$ cat config.mk
export PLATFORM = sky130hd
export DESIGN_NAME = multicycle_control_32
export DESIGN_NICKNAME = d
export VERILOG_FILES = /design/src/rtl/multicycle_control_32.sv
export SDC_FILE = /design/constraint.sdc
export NUM_CORES = 1
export LEC_CHECK = 0
export CORE_MARGIN = 10
export CORE_UTILIZATION = 35
export CTS_CLUSTER_SIZE = 8
export DETAILED_ROUTE_END_ITERATION = 8
export GPL_TIMING_DRIVEN = 0
export SYNTH_ARGS = -nofsm -noshare
export SYNTH_HDL_FRONTEND = slang
export SYNTH_SLANG_ARGS = --single-unit
$ cat constraint.sdc
create_clock -name clk -period 4.25 [get_ports clk]
set_input_delay 0.85 -clock clk [delete_from_list [all_inputs] [get_ports clk]]
set_output_delay 0.85 -clock clk [all_outputs]
set_load 0.02 [all_outputs]
$ cat src/rtl/multicycle_control_32.sv
// Multi-cycle control sequencer for the 32-bit MIPS datapath.
// Moore FSM: controls decode from the state register. IRWrite, PCWrite and
// instr_done are additionally qualified by the mem_ready handshake.
module multicycle_control_32 #(
    parameter int unsigned CNT_W = 32
) (
    input  logic             clk,
    input  logic             rst_n,
    input  logic [5:0]       opcode,
    input  logic             mem_ready,
    output logic             RegDst,
    output logic             Jump,
    output logic             Branch,
    output logic             MemRead,
    output logic             MemtoReg,
    output logic             MemWrite,
    output logic             ALUSrc,
    output logic             RegWrite,
    output logic [1:0]       ALUOp,
    output logic             IRWrite,
    output logic             PCWrite,
    output logic             instr_done,
    output logic             illegal_op,
    output logic [3:0]       state,
    output logic [CNT_W-1:0] retired_count
);

    typedef enum logic [3:0] {
        StFetch  = 4'd0,
        StDecode = 4'd1,
        StMemAdr = 4'd2,
        StMemRd  = 4'd3,
        StMemWb  = 4'd4,
        StMemWr  = 4'd5,
        StExec   = 4'd6,
        StAluWb  = 4'd7,
        StBranch = 4'd8,
        StJump   = 4'd9,
        StAddiEx = 4'd10,
        StAddiWb = 4'd11
    } state_e;

    localparam logic [5:0] OpRtype = 6'b000000;
    localparam logic [5:0] OpLw    = 6'b100011;
    localparam logic [5:0] OpSw    = 6'b101011;
    localparam logic [5:0] OpBeq   = 6'b000100;
    localparam logic [5:0] OpJ     = 6'b000010;
    localparam logic [5:0] OpAddi  = 6'b001000;

    localparam logic [1:0] AluAdd   = 2'b00;
    localparam logic [1:0] AluSub   = 2'b01;
    localparam logic [1:0] AluFunct = 2'b10;

    state_e           state_q, state_d;
    logic [5:0]       op_q, op_d;
    logic [CNT_W-1:0] count_q;

    // State, latched opcode and retired-instruction counter
    always_ff @(posedge clk or negedge rst_n) begin
        if (!rst_n) begin
            state_q <= StFetch;
            op_q    <= 6'd0;
            count_q <= '0;
        end else begin
            state_q <= state_d;
            op_q    <= op_d;
            if (instr_done) begin
                count_q <= count_q + CNT_W'(1);
            end
        end
    end

    // Next-state logic; opcode is captured only while in DECODE
    always_comb begin
        state_d    = StFetch;
        op_d       = op_q;
        illegal_op = 1'b0;
        unique case (state_q)
            StFetch:  state_d = mem_ready ? StDecode : StFetch;
            StDecode: begin
                op_d = opcode;
                case (opcode)
                    OpRtype:    state_d = StExec;
                    OpLw, OpSw: state_d = StMemAdr;
                    OpBeq:      state_d = StBranch;
                    OpJ:        state_d = StJump;
                    OpAddi:     state_d = StAddiEx;
                    default: begin
                        state_d    = StFetch;
                        illegal_op = 1'b1;
                    end
                endcase
            end
            // Latched opcode decides direction, not the live IR field
            StMemAdr: state_d = (op_q == OpLw) ? StMemRd : StMemWr;
            StMemRd:  state_d = mem_ready ? StMemWb : StMemRd;
            StMemWb:  state_d = StFetch;
            StMemWr:  state_d = mem_ready ? StFetch : StMemWr;
            StExec:   state_d = StAluWb;
            StAluWb:  state_d = StFetch;
            StBranch: state_d = StFetch;
            StJump:   state_d = StFetch;
            StAddiEx: state_d = StAddiWb;
            StAddiWb: state_d = StFetch;
            default:  state_d = StFetch;
        endcase
    end

    // Moore control decode; unlisted outputs stay 0
    always_comb begin
        RegDst     = 1'b0;
        Jump       = 1'b0;
        Branch     = 1'b0;
        MemRead    = 1'b0;
        MemtoReg   = 1'b0;
        MemWrite   = 1'b0;
        ALUSrc     = 1'b0;
        RegWrite   = 1'b0;
        ALUOp      = AluAdd;
        IRWrite    = 1'b0;
        PCWrite    = 1'b0;
        instr_done = 1'b0;
        unique case (state_q)
            StFetch: begin
                MemRead = 1'b1;
                // Fetch-side enables must stay quiet while reset is held
                IRWrite = mem_ready & rst_n;
                PCWrite = mem_ready & rst_n;
            end
            StDecode: ;
            StMemAdr: ALUSrc = 1'b1;
            StMemRd: begin
                MemRead = 1'b1;
                ALUSrc  = 1'b1;
            end
            StMemWb: begin
                MemtoReg   = 1'b1;
                RegWrite   = 1'b1;
                instr_done = 1'b1;
            end
            StMemWr: begin
                MemWrite   = 1'b1;
                ALUSrc     = 1'b1;
                instr_done = mem_ready;
            end
            StExec: begin
                RegDst = 1'b1;
                ALUOp  = AluFunct;
            end
            StAluWb: begin
                RegDst     = 1'b1;
                ALUOp      = AluFunct;
                RegWrite   = 1'b1;
                instr_done = 1'b1;
            end
            StBranch: begin
                Branch     = 1'b1;
                ALUOp      = AluSub;
                instr_done = 1'b1;
            end
            StJump: begin
                Jump       = 1'b1;
                instr_done = 1'b1;
            end
            StAddiEx: ALUSrc = 1'b1;
            StAddiWb: begin
                ALUSrc     = 1'b1;
                RegWrite   = 1'b1;
                instr_done = 1'b1;
            end
            default: ;
        endcase
    end

    assign state         = state_q;
    assign retired_count = count_q;

endmodule

==> summary.md <==
| Metric | Value |
|---|---|
| Die area | approximately 0.010 sq mm |
| Status | finished, final reports clean |
| Crit path time final | 3.65 ns |
| Max Cap Viol | 0 |
| Placed instance area | ~0.0030 sq mm |
| H-tree depth | 2 |
| Die W | around 100 microns |
| Unrepaired setup endpoints after global routing | no |
| Largest net degree at the start of global routing | 32 |
| Vias in the first global route | roughly 1900 |
| Min Hold Slack | ~0.43 ns |
| Worst setup SP type | input port |
| LEAKAGE | 1.43 nW |
| Power Total | between 1 and 1.5 mW |
| CP max stage cell | or4b_4 |
| Final worst slack | approximately 0.60 ns |
| Row count | 29 |
| Tcrit/Tclk final | approximately 86% |
| Clock root buffer | clkbuf_8 |
| Initial Util | approximately 37% |
| TritonCTS Buffers | 5 |
| Mapped Cells | 230 |
| Hold Crit Class | input port to asynchronous set/reset pin |
| GRT Total Usage | 11.7% |
| Post-Syn Area per Cell | 10.2 sq um |
| Clock-pin slew on the worst setup and hold paths | approximately 0.080 ns |
| Detailed Route WL | between 5000 and 6000 microns |
| Number of port buffers | just under 60 |
| Top Ports | 59 |
| Area growth syn-to-layout | 34.0% |
| Antenna diodes | 0 |
| Congestion Overflow GR | 0 |
| Worst Skew | approximately 0.010 ns |
| Post-route cell area | 0.00315 sq mm |
| Post-CTS Hold Fix Bufs | 0 |
| Warnings, synthesis | 0 |
| Gpl congestion | roughly 0.8 |
| CP arrival | 2.80 ns |
| Number of synthesized register bits | 42 |
| Syn nets | 240 |
| Final hold violations | 0 |
| Top cells by area, synth | dfrtp_1 45%, xor2_1 11%, nor4_1 4.3% |
| Least-Margin Pin Slew | about 0.42 ns |
| Post-synth top area share | ~45% |
| Postcts setup bufs | 0 |
| Antenna Nets Post-Route | 0 |
| CTS tree | done |
| Pre-CTS setup slack | ~0.60 ns |
| CTS Buffer Depth | 2 |
| Crit path capture type | primary output |
| Sequence of cells on the critical path | clkdlybuf4s50_1 > or4b_4 > nand4_4 > buf_8 > inv_1 > clkdlybuf4s50_1 |
| Power density over cell area | approximately 360 mW/mm^2 |
| FF+latch area | about 0.0011 sq mm |
| Worst Path Required | 3.40 ns |
| Initial antenna violation count | 0 |
| Cell mode on critical path | clkdlybuf4s50_1 |
| # setup viols final | 0 |
| Post-synth cell types | 46 |
| Drt first pass iters | 4 |
| Final Max Slew Viols | 0 |
| CP max stage delay | 0.53 ns |
| Via count | roughly 2000 |
| Critical path class | input port to primary output |
| Global-route wire length before repair | between 9000 and 10000 microns |
| EDFF count, synth | 0 |
| CP max FO | 10 |
| Dpl hpwl | 4570 microns |
| Largest area contributor in the netlist | dfrtp_1 |
| Layout cells sized above 1 | 12.5% |
| Ys flop type | dfrtp_1 |
| DRC Markers | 0 |
| Clk sinks | 42 |
| FFs w/ async S/R, synth | between 90% and 100% |
| Via density per instance | roughly 5.3 |
| Final Util | about half |
| Vert. Die Dim | approximately 100 microns |
| Post-CTS resize count | 0 |
| Max IR drop VDD | ~0.22 mV |
| Fillcell total | slightly below 600 |
| Post-Syn Area | ~0.0023 sq mm |
| Fin nets | slightly above 300 |
| Max frequency | about 270 MHz |
| Relative slew slack | roughly 72% |
| WL/cell | about 16 microns |
| Multi-input logic area | roughly 0.0012 sq mm |
| Core area | 0.00642 sq mm |
| Clk_lat worst skew | 0.30 ns |
| Part of the Yosys area used for sequential elements | between 40% and 50% |
| Initial DRC count | ~130 |
stage by stage:
stage	TNS (ns)	instances
6_report	0	374
3_3_place_gp	-1.05	365
4_1_cts	0	374
2_1_floorplan	0	230
3_5_place_dp	0	366
5_1_grt	0	374
logic make-up after synthesis:
kind of cell,synth area share (%)
fa+ha+maj,0.532
flops,44.7
buf+inv,5.91
simple gates,28.4
mux,3.30
compound gates,5.17
xor+xnor,11.9
state kept, by name, summed over array words and instances, names as in the netlist:
register and flops:
retired_count 32, op_q 6, state 4
power by group:
part,leakage (nW),internal [mW],total (mW),switching [mW]
logic,0.825,0.156,0.327,0.171
clock network,0.0524,0.176,0.305,0.130
registers,0.556,0.454,0.507,0.0531
total,1.43,0.786,1.14,0.353
metal layers:
layer / up-vias / track usage (%) / wire length (microns)
li1: 965 / - / -
met1: 968 / 15.2 / 2700
met2: 44 / 17.8 / 2880
met3: 6 / 4.18 / 378
met4: 0 / 3.36 / 36
met5: - / 0 / 0
synth_stat cells, types with 2 or more instances:
master and count:
nand3_1 10, nor4_1 16, nand2b_1 8, nor3_1 14, buf_6 4, nor3_2 2
and4_1 6, nand2_1 14, xor2_1 29, xnor2_1 3, nor2_1 10, and3_1 4
nand4_4 2, nor2_2 2, buf_4 5, and2_1 2, inv_1 6, nand4_1 10
dfrtp_1 42, mux2_2 5, a21oi_1 3, o21ai_0 8, buf_2 2
worst max-delay path: cells and delay by family:
kind	cells	cell delay [ns]
buf+inv	4	1.23
simple gates	2	0.71
final cells by class:
cell class | instances | area share (%)
clock inverters | 1 | 0.954
plain buffers | 14 | 3.70
clock buffers | 7 | 2.42
repair buffers | 59 | 18.9
flip-flops and latches | 42 | 33.4
multi-input cells | 168 | 36.8
inverters | 6 | 0.715
well taps | 77 | 3.06
layout by cell type (no fill, tap or decap), types with 4 or more instances in the layout:
cell type        instances
dfrtp_1                 42
nand2_1                 14
and3_1                   4
nand3_1                 10
mux2_2                   5
buf_6                    4
nor3_1                  14
and4_1                   6
nand4_1                 10
xor2_1                  29
nor4_1                  16
buf_4                    5
clkdlybuf4s50_1         57
inv_1                    6
clkbuf_8                 5
nor2_1                  10
o21ai_0                  8
nand2b_1                 8
final timing paths:
| check | from | end | slack, ns | cells past startpoint |
|---|---|---|---|---|
| max in group asynchronous | rst_n | retired_count[7] | 3.35 | 2 |
| worst max-delay path | mem_ready | instr_done | 0.60 | 6 |
| worst min register to register | retired_count[31] | retired_count[31] | 0.47 | 1 |
| min in group clk | retired_count[31] | retired_count[31] | 0.47 | 1 |
| worst max register to register | state[3] | retired_count[1] | 2.39 | 5 |
| worst min-delay path | rst_n | retired_count[27] | 0.43 | 1 |
Note: power is estimated with default switching activity, not from simulation.
